$ cat src/rtl/config_pkg.sv
// Core configuration slice: PMA rule tables, the shared attribute format and range helpers.
package config_pkg;

    localparam int unsigned NrMaxRules = 16;
    localparam int unsigned AddrWidth  = 64;

    typedef struct packed {
        int unsigned                                NrNonIdempotentRules;
        logic [NrMaxRules-1:0][AddrWidth-1:0]       NonIdempotentAddrBase;
        logic [NrMaxRules-1:0][AddrWidth-1:0]       NonIdempotentLength;
        int unsigned                                NrExecuteRegionRules;
        logic [NrMaxRules-1:0][AddrWidth-1:0]       ExecuteRegionAddrBase;
        logic [NrMaxRules-1:0][AddrWidth-1:0]       ExecuteRegionLength;
        int unsigned                                NrCachedRegionRules;
        logic [NrMaxRules-1:0][AddrWidth-1:0]       CachedRegionAddrBase;
        logic [NrMaxRules-1:0][AddrWidth-1:0]       CachedRegionLength;
    } cva6_cfg_t;

    localparam cva6_cfg_t cva6_cfg_empty = '0;

    // Attribute bundle shared by MMU and LSU.
    typedef struct packed {
        logic nonidem;
        logic exec;
        logic cached;
    } pma_attr_t;

    // End computed in 65 bits so regions reaching 2^64 do not wrap; len 0 never matches.
    function automatic logic range_check(input logic [AddrWidth-1:0] base,
                                         input logic [AddrWidth-1:0] len,
                                         input logic [AddrWidth-1:0] address);
        return (address >= base) &&
               ({1'b0, address} < (65'(base) + 65'(len)));
    endfunction

    function automatic bit check_cfg(input cva6_cfg_t cfg);
        return (cfg.NrNonIdempotentRules <= NrMaxRules) &&
               (cfg.NrExecuteRegionRules <= NrMaxRules) &&
               (cfg.NrCachedRegionRules  <= NrMaxRules);
    endfunction

endpackage

$ cat src/rtl/pma_pipe_reg.sv
// Valid/ready register slice with synchronous flush; payload is an opaque vector.
module pma_pipe_reg #(
    parameter int unsigned Width = 1
) (
    input  logic             clk,
    input  logic             rst_n,
    input  logic             flush,
    input  logic             up_valid,
    output logic             up_ready_c,
    input  logic [Width-1:0] up_data,
    output logic             dn_valid,
    input  logic             dn_ready,
    output logic [Width-1:0] dn_data
);

    assign up_ready_c = !dn_valid || dn_ready;

    // Flush wins over load; data only moves when a new item is captured.
    always_ff @(posedge clk or negedge rst_n) begin
        if (!rst_n) begin
            dn_valid <= 1'b0;
            dn_data  <= '0;
        end else if (flush) begin
            dn_valid <= 1'b0;
        end else if (up_ready_c) begin
            dn_valid <= up_valid;
            if (up_valid) begin
                dn_data <= up_data;
            end
        end
    end

endmodule

$ cat src/rtl/pma_check_pipe.sv
// Two-stage PMA checker: S1 registers per-rule matches, S2 reduces them to attributes.
module pma_check_pipe
    import config_pkg::*;
#(
    parameter config_pkg::cva6_cfg_t CVA6Cfg = config_pkg::cva6_cfg_empty,
    parameter int unsigned           IdWidth = 4
) (
    input  logic                 clk_i,
    input  logic                 rst_ni,
    input  logic                 flush_i,
    input  logic                 req_valid_i,
    output logic                 req_ready_o,
    input  logic [63:0]          req_addr_i,
    input  logic [IdWidth-1:0]   req_id_i,
    input  logic                 req_fetch_i,
    output logic                 rsp_valid_o,
    input  logic                 rsp_ready_i,
    output logic [63:0]          rsp_addr_o,
    output logic [IdWidth-1:0]   rsp_id_o,
    output logic                 rsp_nonidem_o,
    output logic                 rsp_exec_o,
    output logic                 rsp_cached_o,
    output logic                 rsp_fault_o
);

    if (!check_cfg(CVA6Cfg)) begin : g_cfg_error
        $error("pma_check_pipe: PMA rule count exceeds NrMaxRules");
    end

    typedef struct packed {
        logic [AddrWidth-1:0]  addr;
        logic [IdWidth-1:0]    id;
        logic                  fetch;
        logic [NrMaxRules-1:0] match_nonidem;
        logic [NrMaxRules-1:0] match_exec;
        logic [NrMaxRules-1:0] match_cached;
    } s1_payload_t;

    typedef struct packed {
        logic [AddrWidth-1:0] addr;
        logic [IdWidth-1:0]   id;
        pma_attr_t            attr;
        logic                 fault;
    } s2_payload_t;

    localparam int unsigned S1Width = $bits(s1_payload_t);
    localparam int unsigned S2Width = $bits(s2_payload_t);

    s1_payload_t s1_in;
    s1_payload_t s1_q;
    s2_payload_t s2_in;
    s2_payload_t s2_q;
    logic        s1_valid;
    logic        s2_valid;
    logic        adv1;
    logic        adv2;

    // Per-rule match vectors; slots beyond the configured count stay 0.
    always_comb begin
        s1_in       = '0;
        s1_in.addr  = req_addr_i;
        s1_in.id    = req_id_i;
        s1_in.fetch = req_fetch_i;
        for (int unsigned k = 0; k < NrMaxRules; k++) begin
            s1_in.match_nonidem[k] = (k < CVA6Cfg.NrNonIdempotentRules) &&
                range_check(CVA6Cfg.NonIdempotentAddrBase[k], CVA6Cfg.NonIdempotentLength[k], req_addr_i);
            s1_in.match_exec[k] = (k < CVA6Cfg.NrExecuteRegionRules) &&
                range_check(CVA6Cfg.ExecuteRegionAddrBase[k], CVA6Cfg.ExecuteRegionLength[k], req_addr_i);
            s1_in.match_cached[k] = (k < CVA6Cfg.NrCachedRegionRules) &&
                range_check(CVA6Cfg.CachedRegionAddrBase[k], CVA6Cfg.CachedRegionLength[k], req_addr_i);
        end
    end

    // With no execute rules configured, everything is executable.
    always_comb begin
        s2_in             = '0;
        s2_in.addr        = s1_q.addr;
        s2_in.id          = s1_q.id;
        s2_in.attr.nonidem = |s1_q.match_nonidem;
        s2_in.attr.exec    = (CVA6Cfg.NrExecuteRegionRules == 0) ? 1'b1 : |s1_q.match_exec;
        s2_in.attr.cached  = |s1_q.match_cached;
        s2_in.fault        = s1_q.fetch && !s2_in.attr.exec;
    end

    pma_pipe_reg #(
        .Width (S1Width)
    ) i_s1 (
        .clk        (clk_i),
        .rst_n      (rst_ni),
        .flush      (flush_i),
        .up_valid   (req_valid_i && !flush_i),
        .up_ready_c (adv1),
        .up_data    (s1_in),
        .dn_valid   (s1_valid),
        .dn_ready   (adv2),
        .dn_data    (s1_q)
    );

    pma_pipe_reg #(
        .Width (S2Width)
    ) i_s2 (
        .clk        (clk_i),
        .rst_n      (rst_ni),
        .flush      (flush_i),
        .up_valid   (s1_valid),
        .up_ready_c (adv2),
        .up_data    (s2_in),
        .dn_valid   (s2_valid),
        .dn_ready   (rsp_ready_i),
        .dn_data    (s2_q)
    );

    assign req_ready_o   = adv1 && !flush_i;
    assign rsp_valid_o   = s2_valid;
    assign rsp_addr_o    = s2_q.addr;
    assign rsp_id_o      = s2_q.id;
    assign rsp_nonidem_o = s2_q.attr.nonidem;
    assign rsp_exec_o    = s2_q.attr.exec;
    assign rsp_cached_o  = s2_q.attr.cached;
    assign rsp_fault_o   = s2_q.fault;

endmodule
$ cat config.mk
export PLATFORM = sky130hd
export DESIGN_NAME = pma_check_pipe
export DESIGN_NICKNAME = d
export VERILOG_FILES = /design/src/rtl/config_pkg.sv /design/src/rtl/pma_pipe_reg.sv /design/src/rtl/pma_check_pipe.sv
export SDC_FILE = /design/constraint.sdc
export NUM_CORES = 1
export LEC_CHECK = 0
export CELL_PAD_IN_SITES_DETAIL_PLACEMENT = 0
export CELL_PAD_IN_SITES_GLOBAL_PLACEMENT = 1
export CORE_ASPECT_RATIO = 0.8
export CORE_MARGIN = 2
export CORE_UTILIZATION = 34
export DETAILED_ROUTE_END_ITERATION = 12
export PLACE_DENSITY = 0.85
export SKIP_CTS_REPAIR_TIMING = 1
export SLEW_MARGIN = 30
export SYNTH_ARGS = -nofsm -noshare
export SYNTH_HDL_FRONTEND = slang
export SYNTH_SLANG_ARGS = --single-unit
$ cat constraint.sdc
create_clock -name clk_i -period 1.5 [get_ports clk_i]
set_clock_uncertainty 0.1 [all_clocks]
set_input_delay 0.15 -clock clk_i [delete_from_list [all_inputs] [get_ports clk_i]]
set_output_delay 0.15 -clock clk_i [all_outputs]
set_load 0.02 [all_outputs]
==> results.md <==
* GR Overflow Total at 0
* Final WL at 12.3 mm
* H-tree Lvls at 4
* Min Tclk post-route at 1.77 ns
* Starting DRT DRC Count at 63
* Residual DRC count at 0
* Leakage dissipation at 4.12 nW
* Final setup margin at -0.272 ns
* Register area share after synthesis at 67.1%
* Final-report max-slew violation count at 0
* Fmax at 564 MHz
* Slowest cell delay on critical path at 0.39 ns
* Mux contribution to synthesized area at 29.5%
* # setup viols final at 137
* N_diodes at 0
* Routed len/inst at 17.9 microns
* Number of global-route vias before repair at 3382
* Synthesized area at 5180 sq um
* CTS tree: built
* Pre-CTS worst setup slack at -0.534 ns
* Proportion of layout cells with a drive suffix above 1 at 37.7%
* Synth Area in Compound Gates at 0.0965%
* Worst EP required at 1.70 ns
* Sink Count at 139
* Status: finished, violations left
* Final hold violations at 0
* Die ar. at 16300 sq um
* CTS max path bufs at 2
* Fin Setup TNS at -29.11 ns
* Synth Area in XOR/XNOR at 0%
* Antenna Violating Nets Remaining at 0
* Post-layout util at 54.4%
* Maximum vdd drop at 817 uV
* Setup crit start: i_s1.dn_valid
* First-pass GRT wire length at 17.5 mm
* Most frequent CP cell: buf_12
* CORE AREA at 15000 sq um
* CP max stage cell: dfrtp_1
* RSZ-0062 raised after global routing: yes
* Cell Chain, Critical Path: and3b_1 > nor3b_4 > buf_12 > buf_12 > mux2_2
* Total CTS buffers at 17
* Hold Path Class: in2async
* R2R Path Start: i_s1.dn_valid
* Initial core utilization at 34.6%
* Worst skew pair latency at 0.42 ns
* Die X at 142 microns
* Post-Synth Adder-Cell Area at 0%
* Cell area after layout at 8130 sq um
* Drt pass-1 iters at 4
* Max-Cap Viols at 0
* Via-to-Cell Ratio at 4.63
* Final cycle utilization of the critical path at 118%
* Largest family of logic cells by synthesized area: multiplexers
* Kind of critical path: reg2reg
* Initial antenna violation count at 0
* Final Net Count at 560
* Crit-path max FO at 17
* Layout area overhead at 56.9%
* Synth Instances at 303
* I/O pins at 148
* Clk pin slew, worst setup/hold paths at 0.06 ns
* Pin count of the biggest net entering global routing at 53
* Clock Tree Root: clkbuf_16
* Post-synthesis register bit count at 139
* Critical path capture point type: register
* Pwr/cell area at 1560 nW/um^2
* Dpl hpwl at 7.45 mm
* Synth Area per Inst at 17.1 sq um
* Crit path arrival time at 1.97 ns
* DR vias at 3187
* Die Y at 114 microns
* RePlAce Congestion at 0.761
* Number of buffers added on ports at 143
* Placement Cell Area at 7000 sq um
* CP Launch Type: register
* Number of fill cells at 1174
* Simple-Gate Fraction of Synth Area at 1.01%
* Failing checks: negative setup slack
* Synthesis Warnings at 0
* Row count at 40
* GRT Util Overall at 14.2%
* Distinct cells, synth at 14
per-stage QoR:
| step | cells | power, mW | hold slack [ns] |
|---|---|---|---|
| floorplan | 305 | 6.58 | -0.246 |
| global placement | 639 | 8.22 | -0.0344 |
| detailed placement | 639 | 8.34 | -0.0278 |
| CTS | 671 | 12.9 | -0.478 |
| global route | 688 | 13.3 | 0.123 |
| finish | 688 | 12.7 | 0.107 |
synthesized netlist by cell type:
library cell  instances  area, sq um
nor2_1                3         11.3
a21oi_1               1         5.00
nand2b_1              2         12.5
buf_2                10         50.1
dfrtp_1             139         3480
mux2_1               20          225
buf_6                 2         22.5
conb_1                1         3.75
inv_1                 1         3.75
nor3b_2               1         12.5
mux2_2              116         1310
nand3b_1              1         7.51
and3b_1               1         8.76
buf_4                 5         37.5
where the power goes:
part           internal (mW)  leakage, nW  switching, mW
logic                   1.76         2.17           1.42
clock network           2.96        0.309           1.55
registers               4.61         1.64          0.411
flip-flops by register name (all words and copies together), names as in the netlist:
signal and cells:
i_s2.dn_valid 1, i_s2.dn_data 69, i_s1.dn_data 68, i_s1.dn_valid 1
metal layers:
layer  vias to the layer above  track usage (%)  wire length, microns
li1                       1441                -                     -
met1                      1630             16.6                  5020
met2                       102             22.5                  6090
met3                        14             6.44                   983
met4                         0             6.53                   195
met5                         -                0                     0
critical path: cells and delay by family, from the launching register on:
kind / cells / cell delay, ns
flip-flops: 1 / 0.39
AND/OR/NAND/NOR: 2 / 0.45
multiplexers: 1 / 0.35
buffers and inverters: 2 / 0.35
layout make-up:
cell class              count  area, sq um  area share (%)
clock buffers              22          484            5.95
clock inverters            10          161            1.98
inverters                   1         3.75          0.0461
multi-input cells         148         1620            19.9
flip-flops and latches    139         3480            42.8
well taps                 189          236            2.91
repair buffers            179         2150            26.4
worst paths after layout:
kind	end	slack [ns]	depth (start not counted)
setup / recovery	i_s1.dn_data[116]	-0.27	5
hold / removal	i_s2.dn_data[34]	0.11	2
setup reg to reg	i_s1.dn_data[116]	-0.27	5
hold reg to reg	i_s2.dn_data[2]	0.37	1
max in group asynchronous	i_s2.dn_valid	0.58	3
min in group clk_i	i_s1.dn_data[99]	0.24	2
cell families (layout without fill, tap and decap cells):
family | Yosys count | count (layout)
AO/OA/AOI/OAI | 1 | 1
buffers and inverters | 18 | 212
flip-flops | 139 | 139
multiplexers | 136 | 136
other | 1 | 3
AND/OR/NAND/NOR | 8 | 8
placed cells by master, fill, tap and decap left out:
| master | instances |
|---|---|
| dfrtp_2 | 1 |
| nand3b_1 | 1 |
| clkbuf_16 | 24 |
| buf_6 | 6 |
| mux2_2 | 115 |
| mux2_4 | 2 |
| inv_1 | 1 |
| buf_12 | 9 |
| inv_6 | 1 |
| buf_8 | 2 |
| dlymetal6s2s_1 | 70 |
| clkbuf_8 | 4 |
| buf_4 | 13 |
| nor2_1 | 3 |
| clkinv_2 | 2 |
| nand2b_4 | 1 |
| and3b_1 | 1 |
| conb_1 | 3 |
| clkinvlp_4 | 3 |
| clkdlybuf4s50_1 | 71 |
| clkbuf_1 | 1 |
| dfrtp_1 | 138 |
| bufinv_16 | 4 |
| mux2_1 | 19 |
| nor3b_4 | 1 |
| nand2b_1 | 1 |
| dlygate4sd3_1 | 1 |
| a21oi_1 | 1 |
Note: power is estimated with default switching activity, not from simulation.
